===== src/rtl/wdog_led_feedback_if.sv =====
// wdog_led_feedback_if: status inputs and LED outputs of the watchdog LED driver
//   wdog_period_status : watchdog period phase (0 = disabled, 1..5 = phase)
//   wdog_timeout_led   : latched watchdog timeout, level-sensitive
//   led_out            : LED drive, 1 = lit
//   led_state          : FSM state for debug (IDLE=0, ON=1, OFF=2, GAP=3, FAULT=4)
//   blink_idx          : blink number within the sequence, 0 in IDLE and FAULT
interface wdog_led_feedback_if;
    logic [2:0] wdog_period_status;
    logic       wdog_timeout_led;
    logic       led_out;
    logic [2:0] led_state;
    logic [2:0] blink_idx;
    modport master (
        output wdog_period_status, wdog_timeout_led,
        input  led_out, led_state, blink_idx
    );
    modport slave (
        input  wdog_period_status, wdog_timeout_led,
        output led_out, led_state, blink_idx
    );
endinterface


===== src/rtl/wdog_led_feedback.sv =====
// wdog_led_feedback: blinks the watchdog LED once per period phase, fast-flashes on timeout
//   sysclk : system clock
//   reset  : asynchronous active-high reset
//   bus    : status inputs and LED/debug outputs (slave side of wdog_led_feedback_if)
module wdog_led_feedback #(
    parameter int CLK_DIV    = 49152,
    parameter int ON_TICKS   = 200,
    parameter int OFF_TICKS  = 200,
    parameter int GAP_TICKS  = 1000,
    parameter int FAST_TICKS = 100
) (
    input logic                sysclk,
    input logic                reset,
    wdog_led_feedback_if.slave bus
);
    typedef enum logic [2:0] {IDLE = 3'd0, ON = 3'd1, OFF = 3'd2, GAP = 3'd3, FAULT = 3'd4} state_t;
    localparam int MAX_A = ON_TICKS > OFF_TICKS ? ON_TICKS : OFF_TICKS;
    localparam int MAX_B = GAP_TICKS > FAST_TICKS ? GAP_TICKS : FAST_TICKS;
    localparam int MAXT  = MAX_A > MAX_B ? MAX_A : MAX_B;
    localparam int PW    = $clog2(CLK_DIV) > 0 ? $clog2(CLK_DIV) : 1;
    localparam int TW    = $clog2(MAXT) > 0 ? $clog2(MAXT) : 1;
    logic [PW-1:0] presc_q, presc_d;
    logic [TW-1:0] tmr_q, tmr_d, tmr_lim;
    state_t        state_q, state_d;
    logic          led_q, led_d;
    logic [2:0]    blink_q, blink_d, n_q, n_d;
    logic          tick, tmr_last, status_ok;
    assign tick      = presc_q == PW'(CLK_DIV - 1);
    assign status_ok = bus.wdog_period_status >= 3'd1 && bus.wdog_period_status <= 3'd5;
    assign tmr_lim   = state_q == ON  ? TW'(ON_TICKS - 1)  :
                       state_q == OFF ? TW'(OFF_TICKS - 1) :
                       state_q == GAP ? TW'(GAP_TICKS - 1) : TW'(FAST_TICKS - 1);
    assign tmr_last  = tmr_q == tmr_lim;
    always_comb begin
        presc_d = tick ? '0 : presc_q + 1'b1;
        state_d = state_q;
        led_d   = led_q;
        blink_d = blink_q;
        n_d     = n_q;
        tmr_d   = tmr_q;
        // timeout entry and exit are checked every cycle and beat any tick-driven move
        if (state_q != FAULT && bus.wdog_timeout_led) begin
            state_d = FAULT;
            led_d   = 1'b1;
            blink_d = '0;
            tmr_d   = '0;
        end else if (state_q == FAULT) begin
            if (!bus.wdog_timeout_led) begin
                state_d = IDLE;
                led_d   = 1'b0;
                blink_d = '0;
                tmr_d   = '0;
            end else if (tick) begin
                tmr_d = tmr_last ? '0 : tmr_q + 1'b1;
                led_d = led_q ^ tmr_last;
            end
        end else if (tick) begin
            // every tick-driven transition happens on tmr_last, so this also clears tmr on entry
            tmr_d = (tmr_last || state_q == IDLE) ? '0 : tmr_q + 1'b1;
            case (state_q)
                IDLE: if (status_ok) begin
                    state_d = ON;
                    n_d     = bus.wdog_period_status;
                    blink_d = 3'd1;
                    led_d   = 1'b1;
                end
                ON: if (tmr_last) begin
                    state_d = OFF;
                    led_d   = 1'b0;
                end
                OFF: if (tmr_last) begin
                    if (blink_q < n_q) begin
                        blink_d = blink_q + 3'd1;
                        state_d = ON;
                        led_d   = 1'b1;
                    end else begin
                        state_d = GAP;
                    end
                end
                GAP: if (tmr_last) begin
                    state_d = IDLE;
                    blink_d = '0;
                end
                default: ;
            endcase
        end
    end
    always_ff @(posedge sysclk or posedge reset) begin
        if (reset) begin
            presc_q <= '0;
            tmr_q   <= '0;
            state_q <= IDLE;
            led_q   <= 1'b0;
            blink_q <= '0;
            n_q     <= '0;
        end else begin
            presc_q <= presc_d;
            tmr_q   <= tmr_d;
            state_q <= state_d;
            led_q   <= led_d;
            blink_q <= blink_d;
            n_q     <= n_d;
        end
    end
    assign bus.led_out   = led_q;
    assign bus.led_state = state_q;
    assign bus.blink_idx = blink_q;
endmodule


===== src/flat_wrapper.sv =====
// flat-port wrapper written by rule: the top's interface ports become plain ports
module wdog_led_feedback_flat 
#(
    parameter int CLK_DIV    = 49152,
    parameter int ON_TICKS   = 200,
    parameter int OFF_TICKS  = 200,
    parameter int GAP_TICKS  = 1000,
    parameter int FAST_TICKS = 100
)
  (sysclk, reset, bus_wdog_period_status, bus_wdog_timeout_led, bus_led_out, bus_led_state, bus_blink_idx);
  wdog_led_feedback_if bus_i ();
  input logic sysclk;
  input logic reset;
  input wire logic [$bits(bus_i.wdog_period_status)-1:0] bus_wdog_period_status;
  input wire logic [$bits(bus_i.wdog_timeout_led)-1:0] bus_wdog_timeout_led;
  output wire logic [$bits(bus_i.led_out)-1:0] bus_led_out;
  output wire logic [$bits(bus_i.led_state)-1:0] bus_led_state;
  output wire logic [$bits(bus_i.blink_idx)-1:0] bus_blink_idx;
  assign bus_i.wdog_period_status = bus_wdog_period_status;
  assign bus_i.wdog_timeout_led = bus_wdog_timeout_led;
  assign bus_led_out = bus_i.led_out;
  assign bus_led_state = bus_i.led_state;
  assign bus_blink_idx = bus_i.blink_idx;
  wdog_led_feedback #(.CLK_DIV(CLK_DIV), .ON_TICKS(ON_TICKS), .OFF_TICKS(OFF_TICKS), .GAP_TICKS(GAP_TICKS), .FAST_TICKS(FAST_TICKS)) u_core (.sysclk(sysclk), .reset(reset), .bus(bus_i));
endmodule

===== config.mk =====
export PLATFORM = sky130hd
export DESIGN_NAME = wdog_led_feedback_flat
export DESIGN_NICKNAME = d
export VERILOG_FILES = /design/src/rtl/wdog_led_feedback_if.sv /design/src/rtl/wdog_led_feedback.sv /design/src/flat_wrapper.sv
export SDC_FILE = /design/constraint.sdc
export NUM_CORES = 1
export LEC_CHECK = 0
export CAP_MARGIN = 20
export CELL_PAD_IN_SITES_DETAIL_PLACEMENT = 1
export CELL_PAD_IN_SITES_GLOBAL_PLACEMENT = 1
export CORE_ASPECT_RATIO = 1.75
export CORE_UTILIZATION = 46
export DETAILED_ROUTE_END_ITERATION = 7
export PLACE_DENSITY_LB_ADDON = 0.1
export SLEW_MARGIN = 20
export SYNTH_ARGS = -nofsm -noshare
export SYNTH_HDL_FRONTEND = slang
export SYNTH_SLANG_ARGS = --single-unit

===== constraint.sdc =====
create_clock -name sysclk -period 2.45 [get_ports sysclk]
set_input_delay 0.245 -clock sysclk [delete_from_list [all_inputs] [get_ports sysclk]]
set_output_delay 0.245 -clock sysclk [all_outputs]
set_load 0.1 [all_outputs]

Word level (Yosys, flattened, before mapping)
Cells that the tools add are included.

storage, ports and cells
  register bits = 36
  latch bits = 0
  bits in writable memories = 0
  memory bits (read-only) = 0
  memories = 0

cells by class
  $add $sub $neg = 3
  multipliers = 0
  divide/modulo/power cells = 0
  magnitude comparators = 3
  equality and inequality tests = 14
  shifts and indexed selects = 0
  mux-type cells = 37
  bitwise logic cells = 3
  reduce and logical (&&, ||, !) cells = 13

operator list
  cell                     number
  $mux W10                 10
  $mux W3                  13
  $reduce_and A7 Y1        3
  $add A16 B1 Y16 const B  1
  $eq A16 B16 Y1 const B   1
  $mux W16                 1
  $ne A4 B3 Y1 const B     3
  $pmux W3 S4              1
  $add A10 B1 Y10 const B  1
  $eq A10 B10 Y1           1
  $reduce_bool A5 Y1       2
  $mux W1                  9
  $pmux W3 S3              1
  $eq A3 B2 Y1 const B     2
  $reduce_bool A6 Y1       1
  $reduce_and A5 Y1        1
  $ne A4 B1 Y1 const B     1
  $ne A4 B4 Y1 const B     1
  $add A3 B1 Y3 const B    1
  $eq A3 B1 Y1 const B     1
  $eq A3 B3 Y1 const B     1
  $ge A3 B1 Y1 const B     1
  $le A3 B3 Y1 const B     1
  $logic_not A3 Y1         1
  other kinds (12)         14

Depth between registers and ports, before layout
  word-level depth = 10
  gate-level depth with buffers = 8
  gate-level depth less buffers = 8

Least setup slack after synthesis
Ideal clock, no wire load.

  path type = flip-flop to flip-flop
  start = register u_core.state_q[1] (netlist: u_core.bus.led_state[1])
  end = register u_core.state_q[0] (netlist: u_core.bus.led_state[0])
  data arrival time = 2.802 ns
  slack = -0.475 ns
  stages on the path, launching flop included = 8
  buffers on the path = 1
  clock period less this slack = 2.925 ns
  cells stage by stage = dfrtp_1 buf_4 xnor2_1 or3_4 a211o_1 a41o_1 o41a_1 o221a_1

on the way
  longest elaborated chain between the ends = 7
  elaborated cells between the ends (all ways) = 23

RTL lines
  item                         RTL line                                          RTL
  start, declared              wdog_led_feedback.sv:24                           state_t state_q, state_d;
  start signal, assigned       wdog_led_feedback.sv:99                           state_q <= state_d;
  $eq A3 B2 Y1                 wdog_led_feedback.sv:32, wdog_led_feedback.sv:60
  $mux W10                     wdog_led_feedback.sv:32                           state_q == GAP ? TW'(GAP_TICKS - 1) : TW'(FAST_TICKS - 1);
  $mux W10                     wdog_led_feedback.sv:31                           state_q == OFF ? TW'(OFF_TICKS - 1) :
  $mux W10                     wdog_led_feedback.sv:30                           assign tmr_lim = state_q == ON ? TW'(ON_TICKS - 1) :
  $eq A10 B10 Y1               wdog_led_feedback.sv:33                           assign tmr_last = tmr_q == tmr_lim;
  $ne A4 B3 Y1 (no line)       -
  $reduce_and A7 Y1 (no line)  -

Several ways; a longest one is shown, not always the timed one. The select of a mux whose other input is x is not followed.
A chain may end at the register's enable or synchronous reset.

Worst setup path after layout
  start = register u_core.state_q[0] (netlist: u_core.bus.led_state[0])
  end = register u_core.state_q[0] (netlist: u_core.bus.led_state[0])

Same word-level chain as after synthesis.

==> impl_metrics.json <==
{
  "vias": 1976,
  "setup_tns_ns": 0,
  "grt.met1_usage_pct": 30.06,
  "synth_top_area_share_pct": 40.86,
  "critPathKind": "register to register",
  "core_area_um2": 4624,
  "fmax_mhz": 420.1,
  "wl_um": 6064,
  "fin_worst_skew_ns": 0.002203,
  "power.density_nw_per_um2": 565.4,
  "crit_buf_inv": 0,
  "wl_per_cell_um": 18.38,
  "grt_pass1_vias": 2085,
  "crit_chain": "xnor2_2 -> or3_4 -> a211o_1 -> a41o_2 -> o41a_1 -> o221a_1",
  "synth-edff-count": 0,
  "top_usage_layer": "met2",
  "final_core_util_pct": 56.76,
  "cts-htree-levels": 2,
  "synthArstFlopShare_pct": 100.0,
  "p_leak_nw": 1.128,
  "syn_area_per_cell_um2": 8.962,
  "track_usage_pct": 26.83,
  "syn2layout_area_growth_pct": 19.07,
  "clk_latency_ns": 0.29,
  "cp-end-kind": "register",
  "worstHoldPathType": "input port to asynchronous set/reset pin",
  "io_buffers": 12,
  "maxCapViolCount": 0,
  "pwr-share-clk_pct": 36.1,
  "setup_viol": 0,
  "grt_max_degree": 37,
  "rows": 33,
  "drive_gt1_share_pct": 17.63,
  "switching_power_uw": 472.4,
  "grt_overflow_total": 0,
  "syn-num-nets": 257,
  "clk_pin_slew_ns": 0.08,
  "rr_worst_depth": 6,
  "final.period_utilization_pct": 97.15,
  "tightest_slew_ns": 0.5428,
  "grt_pass1_wl_um": 9839,
  "n_antenna_cell": 0,
  "post-dp-hpwl_um": 4559,
  "crit_fanout": 7,
  "cpMaxStageDelayCell": "dfrtp_4",
  "vdd_drop_max_v": 0.0007689,
  "status": "finished, final reports clean",
  "start_kind": "register",
  "yosys_most_used_dff": "dfrtp_1",
  "first_pass_iters": 4,
  "sequentialPowerShare_pct": 43.2,
  "syn_inst": 246,
  "ys_warn_count": 0,
  "cts_tree": "yes",
  "gp_congestion": 0.8823,
  "root_buffer": "clkbuf_8",
  "dieWidth_um": 54.33,
  "dieArea_um2": 5084,
  "p_comb_share_pct": 20.7,
  "ys_seq_area_share_pct": 40.86,
  "antenna_found_initial": 0,
  "relSlewSlack_pct": 63.43,
  "nNetsFinal": 288,
  "slew_viol_final": 0,
  "use_met3_pct": 3.252,
  "die_h_um": 93.58,
  "cpPeakStageDelay_ns": 0.53,
  "ios": 13,
  "critical_path_arrival_ns": 2.56,
  "grt_setup_unrepaired": "no",
  "gr-usage-met2_pct": 47.66,
  "drc": 0,
  "period_needed_ns": 2.380,
  "crit_family": "compound AO/OA/AOI/OAI gates",
  "r2r_slack_ns": 0.07,
  "internal-power_mw": 1.012,
  "finalHoldViolCount": 0,
  "tritoncts.num_buffers": 5,
  "syn_area_um2": 2205,
  "vias_per_cell": 5.988,
  "total_power_mw": 1.484,
  "fillCellCount": 551,
  "required_ns": 2.63,
  "critical_path_depth": 6,
  "ctsHoldBuffers": 0,
  "postRouteAntennaNets": 0,
  "drt_iter0_drc": 35,
  "cts_sinks": 36,
  "synth_area_leaders": "dfrtp_1, nor2_1, xnor2_1",
  "start_util_pct": 47.67,
  "cts_buffer_depth": 2,
  "synth.distinct_cells": 54,
  "yosysTopAreaCell": "dfrtp_1",
  "synth-seq-cells": 36,
  "switching_share_pct": 31.82
}
power by group through the flow:
stage	clock, mW	combinational, mW	sequential (mW)
2_1_floorplan	0	0.125	0.738
3_3_place_gp	0	0.304	0.652
3_5_place_dp	0	0.307	0.652
6_report	0.536	0.307	0.641
5_1_grt	0.568	0.329	0.645
4_1_cts	0.546	0.309	0.641
per-layer routing:
layer / up-vias / share of wire, %
li1: 947 / -
met1: 986 / 39
met2: 27 / 56
met3: 16 / 1.6
met4: 0 / 3.4
met5: - / 0
kinds of logic after synthesis:
family / Yosys count / share of synthesized area, %
flip-flops: 36 / 40.86
XOR/XNOR: 19 / 7.548
buffers and inverters: 16 / 3.121
multiplexers: 3 / 1.532
AO/OA/AOI/OAI: 50 / 15.55
AND/OR/NAND/NOR: 117 / 28.55
adder cells (fa/ha/maj): 5 / 2.838
cells in the mapped netlist, types with 2 or more instances:
cell / count
nand2b_1: 4
xnor2_1: 11
o221a_1: 2
dfrtp_1: 36
or4_1: 3
nor2_1: 27
inv_1: 8
o21a_1: 3
nand4_1: 6
nor3b_1: 2
a21o_1: 2
nand3b_1: 4
o21ai_0: 15
or2_2: 4
clkbuf_1: 5
and3_1: 4
and2_1: 3
nor4_1: 2
nand2_1: 21
o211ai_1: 3
buf_4: 2
o31ai_1: 2
nor2b_1: 4
xor2_1: 8
mux2_1: 2
a21oi_1: 10
nor3_1: 8
nand3_1: 14
and4_1: 2
ha_1: 5
cell type report:
cell class              count  area [um^2]  share of cell area, %
flip-flops and latches     36        909.6                  34.65
repair buffers             32        252.7                  9.628
clock inverters             3        42.54                  1.621
inverters                   8        30.03                  1.144
clock buffers               5        68.82                  2.622
multi-input cells         194         1256                  47.85
well taps                  52        65.06                  2.479
placed cells by master (no fill, tap or decap), types with 5 or more instances in the layout:
cell             instances
nor2_1                  27
nand4_1                  6
xnor2_1                 10
a21oi_1                 10
clkbuf_8                 5
nor3_1                   8
dfrtp_1                 33
xor2_1                   8
buf_4                   27
clkdlybuf4s50_1          5
inv_1                    8
o21ai_0                 14
nand3_1                 14
ha_1                     5
nand2_1                 21
worst paths after layout:
path / from / endpoint
worst max-delay path: u_core.bus.led_state[0] / u_core.bus.led_state[0]
worst min-delay path: reset / u_core.bus.blink_idx[1]
worst max register to register: u_core.bus.led_state[0] / u_core.bus.led_state[0]
worst min register to register: u_core.presc_q[0] / u_core.presc_q[0]
max in group asynchronous: reset / u_core.bus.led_state[0]
min in group sysclk: u_core.presc_q[0] / u_core.presc_q[0]
worst register-to-register path: cells and delay by family (launching register included):
family | cells | cell delay, ns
AOI/OAI and AO/OA | 4 | 1.21
and+or+nand+nor | 1 | 0.37
xor gates and xnor gates | 1 | 0.17
DFF | 1 | 0.53
through the flow:
stage               std cells  hold WS (ns)  setup slack [ns]  instance area (um^2)
floorplan                 246        0.3618          -0.09105                  2237
global placement          321        0.4924            0.1272                  2505
detailed placement        321        0.4952           0.07914                  2505
CTS                       329        0.3754           0.06299                  2616
global route              330        0.4198         0.0009046                  2625
finish                    330        0.3659           0.06983                  2625
registers in the layout, summed over array words and instances (netlist names):
| register | cells |
|---|---|
| u_core.bus.led_state | 3 |
| u_core.n_q | 3 |
| u_core.tmr_q | 10 |
| u_core.bus.led_out | 1 |
| u_core.presc_q | 16 |
| u_core.bus.blink_idx | 3 |
repair_timing:
action | in CTS | in global routing
gates resized for setup | 0 | 2
buffers inserted | 0 | 1
endpoints found under the hold margin | 0 | 0
setup endpoints to repair | 0 | 10
(Power assumes the default switching activity.)
